$ cat src/rtl/ecc_secded_decoder_if.sv
//------------------------------------------------------------------------------
// Module      : ecc_secded_decoder_if
// Description : Codeword-in / payload-out valid/ready bundle for the SECDED decoder.
// Revision    : 1.0 - initial release
//------------------------------------------------------------------------------
`default_nettype none

interface ecc_secded_decoder_if #(
  parameter int DATA_W = 32
);
  logic              in_valid;
  logic              in_ready;
  logic [DATA_W+6:0] in_code;
  logic              out_valid;
  logic              out_ready;
  logic [DATA_W-1:0] out_data;
  logic              out_sec;
  logic              out_ded;
  logic [5:0]        out_syn;

  // Environment side: produces codewords, consumes payloads
  modport master (
    output in_valid, in_code, out_ready,
    input  in_ready, out_valid, out_data, out_sec, out_ded, out_syn
  );

  // Decoder side
  modport slave (
    input  in_valid, in_code, out_ready,
    output in_ready, out_valid, out_data, out_sec, out_ded, out_syn
  );
endinterface

`default_nettype wire

$ cat src/rtl/ecc_secded_decoder.sv
//------------------------------------------------------------------------------
// Module      : ecc_secded_decoder
// Description : Two-stage SECDED Hamming(39,32) decoder; optional saturating
//               error counters when ECC_ERR_COUNT_EN is defined.
// Revision    : 1.0 - initial release
//------------------------------------------------------------------------------
`default_nettype none

module ecc_secded_decoder #(
  parameter int DATA_W = 32,
  parameter int CNT_W  = 16
) (
  input  wire              clock,
  input  wire              reset,
  ecc_secded_decoder_if.slave bus
`ifdef ECC_ERR_COUNT_EN
  ,
  input  wire              cnt_clear,
  output logic [CNT_W-1:0] sec_count,
  output logic [CNT_W-1:0] ded_count
`endif
);

  localparam int             c_code_w  = DATA_W + 7;
  localparam int             c_syn_w   = 6;
  localparam logic [5:0]     c_max_pos = 6'd38;

  generate
    if (DATA_W != 32 || CNT_W < 1) begin : g_param_check
      $error("ecc_secded_decoder supports DATA_W=32 and CNT_W>=1 only");
    end
  endgenerate

  // Hamming position of data bit k: k-th non-power-of-two position from 3 up
  function automatic int data_pos(input int k);
    int n;
    int pos;
    n   = 0;
    pos = 0;
    for (int p = 3; p < c_code_w; p++) begin
      if ((p & (p - 1)) != 0) begin
        if (n == k) pos = p;
        n++;
      end
    end
    return pos;
  endfunction

  logic               w_adv;
  logic [c_syn_w-1:0] w_syn;
  logic               w_par;
  logic [DATA_W-1:0]  w_raw;
  logic               w_fix;
  logic               w_sec;
  logic               w_ded;
  logic [DATA_W-1:0]  w_data;

  logic               r_s1_valid;
  logic [c_syn_w-1:0] r_s1_syn;
  logic               r_s1_par;
  logic [DATA_W-1:0]  r_s1_data;

  logic               r_out_valid;
  logic [DATA_W-1:0]  r_out_data;
  logic               r_out_sec;
  logic               r_out_ded;
  logic [c_syn_w-1:0] r_out_syn;

  assign w_adv        = !r_out_valid || bus.out_ready;
  assign bus.in_ready = w_adv;

  always_comb begin
    w_syn = '0;
    for (int i = 1; i < c_code_w; i++) begin
      if (bus.in_code[i]) w_syn = w_syn ^ c_syn_w'(i);
    end
  end

  assign w_par = ^bus.in_code;

  // Only data positions are carried into S1; check bits live on in the syndrome
  generate
    for (genvar k = 0; k < DATA_W; k++) begin : g_extract
      assign w_raw[k]  = bus.in_code[data_pos(k)];
      assign w_data[k] = r_s1_data[k] ^ (w_fix && (r_s1_syn == c_syn_w'(data_pos(k))));
    end
  endgenerate

  assign w_fix = r_s1_par && (r_s1_syn != '0) && (r_s1_syn <= c_max_pos);
  assign w_sec = r_s1_par && (r_s1_syn <= c_max_pos);
  assign w_ded = (r_s1_par && (r_s1_syn > c_max_pos)) || (!r_s1_par && (r_s1_syn != '0));

  always_ff @(posedge clock) begin
    if (reset) begin
      r_s1_valid  <= 1'b0;
      r_s1_syn    <= '0;
      r_s1_par    <= 1'b0;
      r_s1_data   <= '0;
      r_out_valid <= 1'b0;
      r_out_data  <= '0;
      r_out_sec   <= 1'b0;
      r_out_ded   <= 1'b0;
      r_out_syn   <= '0;
    end else if (w_adv) begin
      r_s1_valid  <= bus.in_valid;
      r_s1_syn    <= w_syn;
      r_s1_par    <= w_par;
      r_s1_data   <= w_raw;
      r_out_valid <= r_s1_valid;
      if (r_s1_valid) begin
        r_out_data <= w_data;
        r_out_sec  <= w_sec;
        r_out_ded  <= w_ded;
        r_out_syn  <= r_s1_syn;
      end
    end
  end

  assign bus.out_valid = r_out_valid;
  assign bus.out_data  = r_out_data;
  assign bus.out_sec   = r_out_sec;
  assign bus.out_ded   = r_out_ded;
  assign bus.out_syn   = r_out_syn;

`ifdef ECC_ERR_COUNT_EN
  logic [CNT_W-1:0] r_sec_count;
  logic [CNT_W-1:0] r_ded_count;
  logic             w_out_hs;

  assign w_out_hs = r_out_valid && bus.out_ready;

  // Clear has priority over a same-cycle increment
  always_ff @(posedge clock) begin
    if (reset || cnt_clear) begin
      r_sec_count <= '0;
      r_ded_count <= '0;
    end else if (w_out_hs) begin
      if (r_out_sec && (r_sec_count != '1)) r_sec_count <= r_sec_count + CNT_W'(1);
      if (r_out_ded && (r_ded_count != '1)) r_ded_count <= r_ded_count + CNT_W'(1);
    end
  end

  assign sec_count = r_sec_count;
  assign ded_count = r_ded_count;
`else
  // Counter-free build: decode path above is the whole design
`endif

endmodule

`default_nettype wire
$ cat src/flat_wrapper.sv
// flat-port wrapper written by rule: the top's interface ports become plain ports
module ecc_secded_decoder_flat 
#(
  parameter int DATA_W = 32,
  parameter int CNT_W  = 16
)
  (clock, reset, bus_in_valid, bus_in_code, bus_out_ready, bus_in_ready, bus_out_valid, bus_out_data, bus_out_sec, bus_out_ded, bus_out_syn);
  ecc_secded_decoder_if #(.DATA_W(DATA_W)) bus_i ();
  input  wire clock;
  input  wire reset;
  input wire logic [$bits(bus_i.in_valid)-1:0] bus_in_valid;
  input wire logic [$bits(bus_i.in_code)-1:0] bus_in_code;
  input wire logic [$bits(bus_i.out_ready)-1:0] bus_out_ready;
  output wire logic [$bits(bus_i.in_ready)-1:0] bus_in_ready;
  output wire logic [$bits(bus_i.out_valid)-1:0] bus_out_valid;
  output wire logic [$bits(bus_i.out_data)-1:0] bus_out_data;
  output wire logic [$bits(bus_i.out_sec)-1:0] bus_out_sec;
  output wire logic [$bits(bus_i.out_ded)-1:0] bus_out_ded;
  output wire logic [$bits(bus_i.out_syn)-1:0] bus_out_syn;
  assign bus_i.in_valid = bus_in_valid;
  assign bus_i.in_code = bus_in_code;
  assign bus_i.out_ready = bus_out_ready;
  assign bus_in_ready = bus_i.in_ready;
  assign bus_out_valid = bus_i.out_valid;
  assign bus_out_data = bus_i.out_data;
  assign bus_out_sec = bus_i.out_sec;
  assign bus_out_ded = bus_i.out_ded;
  assign bus_out_syn = bus_i.out_syn;
  ecc_secded_decoder #(.DATA_W(DATA_W), .CNT_W(CNT_W)) u_core (.clock(clock), .reset(reset), .bus(bus_i));
endmodule
$ cat config.mk
export PLATFORM = sky130hd
export DESIGN_NAME = ecc_secded_decoder_flat
export DESIGN_NICKNAME = d
export VERILOG_FILES = /design/src/rtl/ecc_secded_decoder_if.sv /design/src/rtl/ecc_secded_decoder.sv /design/src/flat_wrapper.sv
export SDC_FILE = /design/constraint.sdc
export NUM_CORES = 1
export LEC_CHECK = 0
export BUFFER_PORTS_ARGS = -buffer_cell sky130_fd_sc_hd__clkbuf_2
export CELL_PAD_IN_SITES_DETAIL_PLACEMENT = 1
export CELL_PAD_IN_SITES_GLOBAL_PLACEMENT = 1
export CORE_MARGIN = 2
export CORE_UTILIZATION = 40
export CTS_CLUSTER_DIAMETER = 30
export DETAILED_ROUTE_END_ITERATION = 8
export PLACE_DENSITY_LB_ADDON = 0.1
export SLEW_MARGIN = 20
export SYNTH_ARGS = -nofsm -noshare
export SYNTH_HDL_FRONTEND = slang
export SYNTH_SLANG_ARGS = --single-unit
$ cat constraint.sdc
create_clock -name clock -period 3.3 [get_ports clock]
set_clock_uncertainty 0.2 [all_clocks]
set_input_delay 0.165 -clock clock [delete_from_list [all_inputs] [get_ports clock]]
set_output_delay 0.165 -clock clock [all_outputs]
set_load 0.01 [all_outputs]
==> out/qor.yml, run 1 <==
global_route:
  antenna_found_initial: 0
  grt_overflow: 0
  grt_max_degree: 51
  grt_pass1_vias: 3633
  grt_usage_pct: 22.1
  grt_pass1_wl_um: 18800
clocking:
  cts_sinks: 81
  clock-root-buffer: "clkbuf_8"
  cts_buffer_depth: 2
  post_cts_buffers: 0
  postCtsResizedCells: 0
  hold_buffers: 33
  clock_latency_ps: 360
  cts_tree: "done"
  htree_levels: 3
  clk_pin_slew_ps: 80
  cts-buffers-inserted: 9
floorplan:
  fp-row-count: 36
  chipWidth_um: 104
  start_util_pct: 41.0
  coreArea_mm2: 0.00968
  die_h_um: 104
  fp.dieArea_mm2: 0.0107
  io-pin-count: 85
synth:
  synth_area_leader_cell: "dfxtp_1"
  synth_most_common_cell: "nand2_1"
  synth_top_area_share_pct: 40.8
  syn_area_mm2: 0.00397
  synth_edf_count: 0
  yosys_warnings: 0
  synth_cell_types: 26
  ys_ff_latch: 81
  synth_area_leaders: "dfxtp_1, xnor2_1, nand2_1"
  syn_avg_cell_area_um2: 8.19
  syn_nets: 528
  async_flop_share_pct: 0
  synth_seq_area_share_pct: 40.8
  synthTopCellsByCount: "nand2_1, dfxtp_1, xnor2_1, a21oi_1, nor2_1"
  synth_cells: 485
  ys.flop_type: "dfxtp_1"
placed_design:
  dpl_cell_area_mm2: 0.00449
  dp_hpwl_um: 8180
  dp.cells: 674
  gp_congestion: 0.798
  pre_cts_ws_ps: 1040
  numPortBuffers: 84
setup_path:
  cp-end-kind: "flip-flop"
  slowest_stage: "dlygate4sd3_1"
  crit_path_start: "bus_in_code[14]"
  r2r_setup_slack_ps: 1020
  startpoint_type: "input port"
  crit_type: "input port to flip-flop"
  cpMostUsedCell: "xnor2_2"
  path_cells: "dlygate4sd3_1 > clkbuf_2 > xnor2_2 > xnor2_1 > xnor2_2 > xnor3_1 > or4_1 > nand3_1"
  worst-path-max-fanout: 3
  required_ps: 3390
  reg2reg_to: "u_core.bus.out_data[3]"
  r2r_start: "u_core.r_s1_par"
  arrival_ps: 2500
  slowest_delay_ps: 540
  rr_worst_depth: 4
power:
  clockPowerShare_pct: 25.6
  ir_drop_mv: 0.229
  power_frac_seq_pct: 46.1
  internal-power_mw: 1.79
  switching_share_pct: 33.7
  switching_power_mw: 0.909
  p_leak_nw: 1.98
  finalPower_mw: 2.70
  power_density_mw_per_mm2: 541
  p_comb_share_pct: 28.3
sta:
  worst_pin_slew_ps: 698
  min_period_over_period_pct: 73.2
  finalHoldViolCount: 0
  tns_ps: 0
  slew_headroom_pct: 53.4
  fin_crit_ps: 2410
  layout_setup_ws_ps: 886
  rsz0062_at_grt: "no"
  timing.final.max_slew_violations: 0
  finalSetupViolCount: 0
  clock.fmax_mhz: 414
detailed_routing:
  drc: 0
  drt-total-wl_um: 11500
  wl_per_cell_um: 15.9
  final_antenna_net_count: 0
  vias: 3637
  drt-initial-drc-count: 149
  vias_per_cell: 5.04
  first_pass_iters: 4
flow_run:
  cap_violations: 0
worst_hold_path:
  min_path_type: "input port to flip-flop"
  whs_endpoint: "u_core.r_s1_data[29]"
  min_path_cells: 5
  min_from: "bus_out_ready"
cells_and_area:
  drive_gt1_share_pct: 18.2
  stdcell_area_mm2: 0.00499
  area_growth_pct: 25.7
  fin_nets: 628
  layoutNonFillerInstCount: 722
  antenna_cells: 0
  nFillCells: 1177
run_status:
  status: "finished clean"
==> flip-flops by register name, indices dropped and copies added (netlist names) <==
signal	flops
u_core.bus.out_syn	6
u_core.bus.out_sec	1
u_core.r_s1_syn	6
u_core.r_s1_valid	1
u_core.bus.out_ded	1
u_core.r_s1_par	1
u_core.bus.out_valid	1
u_core.bus.out_data	32
u_core.r_s1_data	32
==> layout make-up <==
| class | instances | area, um2 | share of cell area, % |
|---|---|---|---|
| multi-input cells | 371 | 2230 | 44.7 |
| repair buffers | 121 | 793 | 15.9 |
| flip-flops and latches | 81 | 1620 | 32.5 |
| clock inverters | 4 | 45.0 | 0.902 |
| well taps | 133 | 166 | 3.33 |
| inverters | 1 | 3.75 | 0.0752 |
| clock buffers | 11 | 131 | 2.63 |
==> layout by cell type, fill, tap and decap left out, types with 2 or more instances in the layout <==
cell type      count
a211oi_1          21
a21oi_1           45
a311oi_1          13
and3b_1            2
buf_4              3
clkbuf_1           2
clkbuf_2          84
clkbuf_8           9
clkinv_2           3
dfxtp_1           81
dlygate4sd3_1     33
nand2_1          103
nand2b_1           5
nand3_1            9
nor2_1            44
nor2b_1            3
nor3_1             7
o21ai_0           12
or3_1             12
xnor2_1           53
xnor2_2            3
xnor3_1            4
xor2_1            26
==> power groups by stage <==
| stage | Sequential (mW) | Combinational (mW) | Clock, mW |
|---|---|---|---|
| after floorplan | 1.18 | 0.586 | 0 |
| after global placement | 1.27 | 0.729 | 0 |
| after detailed placement | 1.27 | 0.739 | 0 |
| after CTS | 1.25 | 0.772 | 0.713 |
| after global routing | 1.26 | 0.853 | 0.751 |
| final | 1.25 | 0.765 | 0.693 |
==> metal layers <==
layer / vias up / share of wire [%] / track usage (%)
met5: - / 0 / 0
met4: 0 / 0.36 / 5.21
met3: 4 / 5.0 / 4.34
met2: 100 / 46 / 35.0
met1: 1698 / 48 / 31.1
li1: 1835 / - / -
==> how the worst max path moves through the flow <==
stage                                  end  slack [ps]  depth (start not counted)
floorplan                  u_core.r_s1_par        1380                          6
global placement           u_core.r_s1_par        1140                          7
detailed placement  u_core.bus.out_data[3]        1040                          4
CTS                        u_core.r_s1_par         920                          8
global route               u_core.r_s1_par         820                          8
finish                     u_core.r_s1_par         890                          8
==> worst max-delay path: cells and delay by family <==
family        cells  cell delay [ps]
buf+inv           2              690
simple gates      2              490
xor+xnor          4             1160
==> cells by family after synthesis <==
kind of cell / count (synthesis) / synth area share, %
buffers and inverters: 33 / 3.12
and+or+nand+nor: 192 / 20.7
DFF: 81 / 40.8
xor gates and xnor gates: 86 / 20.9
AOI/OAI and AO/OA: 93 / 14.5
==> metrics by stage <==
stage	utilization (%)	hold WS (ps)
2_1_floorplan	-	105
3_3_place_gp	46.3	196
3_5_place_dp	46.3	229
4_1_cts	51.6	190
5_1_grt	51.6	232
6_report	51.6	201
Note: power is estimated with default switching activity, not from simulation.
==> run 2, diff against run 1 <==
--- a/config.mk
+++ b/config.mk
@@ -9,7 +9,7 @@
 export CELL_PAD_IN_SITES_DETAIL_PLACEMENT = 1
 export CELL_PAD_IN_SITES_GLOBAL_PLACEMENT = 1
 export CORE_MARGIN = 2
-export CORE_UTILIZATION = 40
+export CORE_UTILIZATION = 36
 export CTS_CLUSTER_DIAMETER = 30
 export DETAILED_ROUTE_END_ITERATION = 8
 export PLACE_DENSITY_LB_ADDON = 0.1
==> constraint.sdc (replaced) <==
create_clock -name clock -period 2.1 [get_ports clock]
set_clock_uncertainty 0.2 [all_clocks]
set_input_delay 0.105 -clock clock [delete_from_list [all_inputs] [get_ports clock]]
set_output_delay 0.105 -clock clock [all_outputs]
set_load 0.01 [all_outputs]
==> run 2 against run 1 <==
First-iteration DRC count increased by 14%. Wire length is 6.6% higher. Global-route usage is 1.2 points lower. Critical endpoint unchanged. Largest cell class unchanged. Non-clock buffer count increased by 16. Largest power group unchanged.
==> out/qor.yml, run 2 (same netlist as run 1, synthesis figures left out) <==
global_route:
  grt_overflow: 0  # unchanged
  antenna_found_initial: 0  # unchanged
  grt_pass1_vias: 3649  # was 3633
  grt_usage_pct: 20.9  # was 22.1%
  grt_pass1_wl_um: 18900  # was 18800 um
  grt_max_degree: 67  # was 51
clocking:
  cts_tree: "done"  # unchanged
  cts_buffer_depth: 2  # unchanged
  cts-buffers-inserted: 9  # unchanged
  htree_levels: 3  # unchanged
  clock_latency_ps: 350  # was 360 ps
  cts_sinks: 81  # unchanged
  post_cts_buffers: 0  # unchanged
  clk_pin_slew_ps: 80  # about the same
  clock-root-buffer: "clkbuf_8"  # unchanged
sta:
  min_period_over_period_pct: 99.1
  fin_crit_ps: 2080
  finalSetupViolCount: 0  # unchanged
  timing.final.max_slew_violations: 0  # unchanged
  worst_pin_slew_ps: 517  # was 698 ps
  clock.fmax_mhz: 480
  finalHoldViolCount: 0  # unchanged
  layout_setup_ws_ps: 18.0  # was 886 ps
  rsz0062_at_grt: "yes"  # was no
  slew_headroom_pct: 65.6  # was 53.4%
  timing.hold.ws_ps: 77.8  # was 201 ps
cells_and_area:
  nFillCells: 1307  # was 1177
  antenna_cells: 0  # unchanged
  drive_gt1_share_pct: 22.1  # was 18.2%
  final_cell_mix: "nand2_1, clkbuf_2, dfxtp_1, xnor2_1, a21oi_1"  # unchanged
  layout_commonest_cell: "nand2_1"  # unchanged
  post-route-util_pct: 48.9  # was 51.6%
  area_growth_pct: 32.8  # was 25.7%
  fin_nets: 644  # was 628
  stdcell_area_mm2: 0.00528  # was 0.00499 mm2
detailed_routing:
  drt-initial-drc-count: 170  # was 149
  vias: 3699  # was 3637
  first_pass_iters: 4  # unchanged
  final_antenna_net_count: 0  # unchanged
  vias_per_cell: 4.97  # was 5.04
  wl_per_cell_um: 16.5  # was 15.9 um
  drt-total-wl_um: 12300  # was 11500 um
  drc: 0  # unchanged
placed_design:
  numPortBuffers: 84  # unchanged
  gp_congestion: 0.785  # was 0.798
  dp_hpwl_um: 8730  # was 8180 um
  dpl_cell_area_mm2: 0.00458  # was 0.00449 mm2
  pre_cts_ws_ps: 27.9  # was 1040 ps
power:
  switching_power_mw: 1.52  # was 0.909 mW
  power_density_mw_per_mm2: 875  # was 541 mW/mm2
  p_leak_nw: 2.13  # was 1.98 nW
  finalPower_mw: 4.62  # was 2.70 mW
  power_frac_seq_pct: 41.4  # was 46.1%
  switching_share_pct: 32.9  # was 33.7%
  clockPowerShare_pct: 27.3  # was 25.6%
  internal-power_mw: 3.10  # was 1.79 mW
  p_comb_share_pct: 31.3  # was 28.3%
  ir_drop_mv: 0.321  # was 0.229 mV
flow_run:
  cap_violations: 0  # unchanged
floorplan:
  start_util_pct: 36.8  # was 41.0%
  io-pin-count: 85  # unchanged
  die_h_um: 109  # was 104 um
  fp.dieArea_mm2: 0.0119  # was 0.0107 mm2
  chipWidth_um: 109  # was 104 um
  fp-row-count: 38  # was 36
  coreArea_mm2: 0.0108  # was 0.00968 mm2
setup_path:
  crit_type: "input port to flip-flop"  # unchanged
  cp_top_family: "XOR/XNOR gates"  # unchanged
  required_ps: 2190  # was 3390 ps
  slowest_delay_ps: 550  # was 540 ps
  path_cells: "dlygate4sd3_1 > clkbuf_2 > xor2_2 > xnor2_1 > xnor2_1 > xnor3_1 > or4_1 > nand3_1"  # was dlygate4sd3_1 > clkbuf_2 > xnor2_2 > xnor2_1 > xnor2_2 > xnor3_1 > or4_1 > nand3_1
  cp-end-kind: "flip-flop"  # unchanged
  path_buf_inv: 2  # unchanged
  arrival_ps: 2170  # was 2500 ps
  slowest_stage: "dlygate4sd3_1"  # unchanged
  cpMostUsedCell: "xnor2_1"  # was xnor2_2
  startpoint_type: "input port"  # unchanged
  worst-path-max-fanout: 3  # unchanged
worst_hold_path:
  min_path_type: "input port to flip-flop"  # unchanged
run_status:
  status: "finished clean"  # unchanged
[run 2: cell count changes in the layout (fill, tap and decap cells not counted), moves of 2 or more]
cell / before / now
xor2_1: 26 / 23
clkinvlp_4: 0 / 2
buf_4: 3 / 12
xnor2_2: 3 / 11
xor2_2: 0 / 3
xnor2_1: 53 / 45
clkbuf_1: 2 / 0
clkinv_2: 3 / 1
dlygate4sd3_1: 33 / 38
buf_6: 0 / 2
[run 2: metal layers]
layer,vias up,track usage [%],wire length [um]
met3,12,2.57,392
li1,1860,-,-
met2,80,33.0,5570
met5,-,0,0
met4,0,6.23,144
met1,1747,29.7,6170
[run 2: worst reg2reg max path: stages (launching register included)]
cell and delay, ps:
dfxtp_1 400, and3b_1 360, nand3_1 250, nor3_1 240, xnor2_1 150, a211oi_1 250
[run 2: cell type report]
type                            count  area [um2]  share of cell area, %
Clock buffer                       10         138                   2.61
Tap cell                          140         175                   3.32
Inverter                            1        3.75                 0.0711
Sequential cell                    81        1620                   30.8
Multi-Input combinational cell    371        2320                   44.0
Clock inverter                      5        80.1                   1.52
Timing Repair Buffer              137         933                   17.7
[run 2: power by group through the flow]
stage                     sequential (mW)  clock, mW  combinational [mW]
after floorplan                      1.85          0               0.921
after global placement               1.93          0                1.32
after detailed placement             1.94          0                1.34
after CTS                            1.90       1.29                1.40
after global routing                 1.94       1.35                1.60
final                                1.91       1.26                1.45
[run 2: worst paths after layout]
| path | endpoint | cells after the start | slack [ps] | from |
|---|---|---|---|---|
| max | u_core.r_s1_par | 8 | 20 | bus_in_code[3] |
| min | u_core.r_s1_syn[5] | 5 | 80 | bus_out_ready |
| max reg2reg | u_core.bus.out_data[13] | 5 | 170 | u_core.r_s1_syn[5] |
| min reg2reg | u_core.bus.out_syn[5] | 2 | 260 | u_core.bus.out_syn[5] |
[run 2: per-stage QoR]
| stage | TNS, ps | std cells |
|---|---|---|
| after detailed placement | 0 | 692 |
| after CTS | 0 | 745 |
| final | 0 | 745 |
| after global routing | -70.4 | 745 |
| after floorplan | 0 | 485 |
| after global placement | 0 | 692 |
[run 2: what timing repair did]
action	in CTS	in global routing
endpoints found under the setup margin	0	14
hold buffers	38	0
endpoints found under the hold margin	36	0
gates resized for setup	0	16
==> run 3, diff against run 2 <==
--- a/config.mk
+++ b/config.mk
@@ -9,7 +9,7 @@
 export CELL_PAD_IN_SITES_DETAIL_PLACEMENT = 1
 export CELL_PAD_IN_SITES_GLOBAL_PLACEMENT = 1
 export CORE_MARGIN = 2
-export CORE_UTILIZATION = 36
+export CORE_UTILIZATION = 40
 export CTS_CLUSTER_DIAMETER = 30
 export DETAILED_ROUTE_END_ITERATION = 8
 export PLACE_DENSITY_LB_ADDON = 0.1
==> constraint.sdc (replaced) <==
create_clock -name clock -period 2.2 [get_ports clock]
set_clock_uncertainty 0.2 [all_clocks]
set_input_delay 0.11 -clock clock [delete_from_list [all_inputs] [get_ports clock]]
set_output_delay 0.11 -clock clock [all_outputs]
set_load 0.01 [all_outputs]
==> run 3 against run 2 <==
Sequential power fell by 4%. Critical path depth unchanged. Global-route usage up 2.1 points. Final cell count down 1.9%. Combinational power decreased by 10%. Final area is 1.8% lower. Power is 3.6% lower. Count of clock-buffer cells in the layout stayed put. Worst setup slack improved by 32 ps. Die area fell by 9.6%. Clock power grew 4%. Highest routed layer unchanged.
==> out/qor.yml, run 3 (same netlist as run 1, synthesis figures left out) <==
run_status:
  status: "finished clean"  # unchanged
floorplan:
  fp-row-count: 36  # was 38
  io-pin-count: 85  # unchanged
  start_util_pct: 41.0  # was 36.8%
  chipWidth_um: 104  # was 109 um
  die_h_um: 104  # was 109 um
  fp.dieArea_mm2: 0.0107  # was 0.0119 mm2
  coreArea_mm2: 0.00968  # was 0.0108 mm2
detailed_routing:
  drt-initial-drc-count: 146  # was 170
  wl_per_cell_um: 16.6  # was 16.5 um
  final_antenna_net_count: 0  # unchanged
  drt-total-wl_um: 12100  # was 12300 um
  drc: 0  # unchanged
  vias_per_cell: 5.05  # was 4.97
  vias: 3690  # was 3699
  first_pass_iters: 4  # unchanged
clocking:
  cts_buffer_depth: 2  # unchanged
  cts-buffers-inserted: 9  # unchanged
  clk_pin_slew_ps: 80  # about the same
  clock_latency_ps: 360  # was 350 ps
  cts_tree: "done"  # unchanged
  htree_levels: 3  # unchanged
  cts_sinks: 81  # unchanged
  clock-root-buffer: "clkbuf_8"  # unchanged
placed_design:
  gp_congestion: 0.824  # was 0.785
  dp.cells: 681  # was 692
  dp_hpwl_um: 8250  # was 8730 um
  numPortBuffers: 84  # unchanged
  dpl_cell_area_mm2: 0.00455  # was 0.00458 mm2
sta:
  timing.final.max_slew_violations: 0  # unchanged
  finalSetupViolCount: 0  # unchanged
  timing.hold.ws_ps: 56.1  # was 77.8 ps
  finalHoldViolCount: 0  # unchanged
  rsz0062_at_grt: "yes"  # unchanged
  slew_headroom_pct: 63.4  # was 65.6%
  fin_crit_ps: 2150
  worst_pin_slew_ps: 544  # was 517 ps
  clock.fmax_mhz: 465
  min_period_over_period_pct: 97.7
setup_path:
  slowest_stage: "dlygate4sd3_1"  # unchanged
  rr_worst_depth: 5  # unchanged
  r2r_start: "u_core.r_s1_par"  # was u_core.r_s1_syn[5]
  cp-end-kind: "flip-flop"  # unchanged
  r2r_setup_slack_ps: 130  # was 170 ps
  cpMostUsedCell: "xnor2_1"  # unchanged
  reg2reg_to: "u_core.bus.out_data[3]"  # was u_core.bus.out_data[13]
  crit_type: "input port to flip-flop"  # unchanged
  startpoint_type: "input port"  # unchanged
  path_cells: "dlygate4sd3_1 > clkbuf_2 > xor2_1 > xnor2_1 > xnor2_1 > xnor2_1 > or4_1 > nand3_1"  # was dlygate4sd3_1 > clkbuf_2 > xor2_2 > xnor2_1 > xnor2_1 > xnor3_1 > or4_1 > nand3_1
  worst-path-max-fanout: 3  # unchanged
  slowest_delay_ps: 550  # about the same
  required_ps: 2300  # was 2190 ps
  path_buf_inv: 2  # unchanged
  arrival_ps: 2250  # was 2170 ps
  cp_top_family: "XOR/XNOR gates"  # unchanged
power:
  switching_share_pct: 31.8  # was 32.9%
  internal-power_mw: 3.04  # was 3.10 mW
  finalPower_mw: 4.45  # was 4.62 mW
  power_density_mw_per_mm2: 859  # was 875 mW/mm2
  p_leak_nw: 2.11  # was 2.13 nW
  switching_power_mw: 1.42  # was 1.52 mW
  clockPowerShare_pct: 29.5  # was 27.3%
  ir_drop_mv: 0.367  # was 0.321 mV
  p_comb_share_pct: 29.2  # was 31.3%
  power_frac_seq_pct: 41.3  # was 41.4%
flow_run:
  cap_violations: 0  # unchanged
cells_and_area:
  stdcell_area_mm2: 0.00518  # was 0.00528 mm2
  final-seq-area_mm2: 0.00162  # unchanged
  area_growth_pct: 30.5  # was 32.8%
  drive_gt1_share_pct: 19.9  # was 22.1%
  fin_nets: 636  # was 644
  layout_commonest_cell: "nand2_1"  # unchanged
  multi_input_area_mm2: 0.00225  # was 0.00232 mm2
  antenna_cells: 0  # unchanged
  final_cell_mix: "nand2_1, dfxtp_1, clkbuf_2, xnor2_1, a21oi_1"  # was nand2_1, clkbuf_2, dfxtp_1, xnor2_1, a21oi_1
  nFillCells: 1165  # was 1307
  layoutNonFillerInstCount: 731  # was 745
global_route:
  grt_max_degree: 83  # was 67
  grt_usage_pct: 22.9  # was 20.9%
  antenna_found_initial: 0  # unchanged
  grt_pass1_vias: 3681  # was 3649
  grt_overflow: 0  # unchanged
  grt_pass1_wl_um: 19500  # was 18900 um
worst_hold_path:
  min_path_type: "input port to flip-flop"  # unchanged
  min_path_cells: 3  # was 5
  whs_endpoint: "u_core.r_s1_data[6]"  # was u_core.r_s1_syn[5]
  min_from: "bus_in_code[11]"  # was bus_out_ready
==> run 3: cell types whose count changed in the layout (fill, tap and decap cells not counted), moves of 4 or more <==
| cell | before | now |
|---|---|---|
| dlygate4sd3_1 | 38 | 32 |
| clkbuf_2 | 84 | 79 |
| dlymetal6s4s_1 | 0 | 4 |
| xnor2_2 | 11 | 4 |
| xnor2_1 | 45 | 52 |
==> run 3: power groups by stage <==
stage / combinational, mW / sequential (mW) / clock [mW]
final: 1.30 / 1.84 / 1.31
after detailed placement: 1.22 / 1.88 / 0
after floorplan: 0.880 / 1.77 / 0
after CTS: 1.28 / 1.84 / 1.34
after global placement: 1.19 / 1.87 / 0
after global routing: 1.43 / 1.87 / 1.41
==> run 3: worst max path at each step <==
stage                        from                     end  cells after the start
2_1_floorplan  u_core.r_s1_syn[4]  u_core.bus.out_data[3]                      5
3_5_place_dp      bus_in_code[14]         u_core.r_s1_par                      7
3_3_place_gp      bus_in_code[14]         u_core.r_s1_par                      7
6_report          bus_in_code[30]         u_core.r_s1_par                      8
5_1_grt           bus_in_code[34]         u_core.r_s1_par                      8
4_1_cts            bus_in_code[7]         u_core.r_s1_par                      8
==> run 3: layout make-up <==
class	count	area share [%]
clock buffers	10	2.66
clock inverters	6	2.03
inverters	1	0.0724
multi-input cells	371	43.4
flip-flops and latches	81	31.3
well taps	133	3.21
repair buffers	129	17.3
==> run 3: metrics by stage <==
stage | utilization, % | TNS [ps] | worst slack, ps
floorplan | - | 0 | 315
global placement | 47.0 | 0 | 113
detailed placement | 47.0 | 0 | 87.2
CTS | 53.2 | 0 | 21.0
global route | 53.5 | -1.55 | -1.55
finish | 53.5 | 0 | 49.9
==> run 3: routing by layer <==
metal / up-vias / global-route usage (%) / routed length (um)
met5: - / 0 / 0
li1: 1841 / - / -
met1: 1744 / 32.3 / 5930
met2: 93 / 36.6 / 5600
met3: 12 / 2.96 / 447
met4: 0 / 7.53 / 155
==> run 3: timing repair <==
action,4_1_cts,5_1_grt
gates resized for setup,0,10
buffers inserted,0,2
hold buffers,36,0
endpoints found under the setup margin,0,4
hold endpoints to repair,35,0
==> run 3: worst register-to-register path: stages, from the launching register on <==
cell,delay [ps]
dfxtp_1,420
nor3b_1,310
buf_4,170
nand3_1,210
or3_1,420
a311oi_1,250
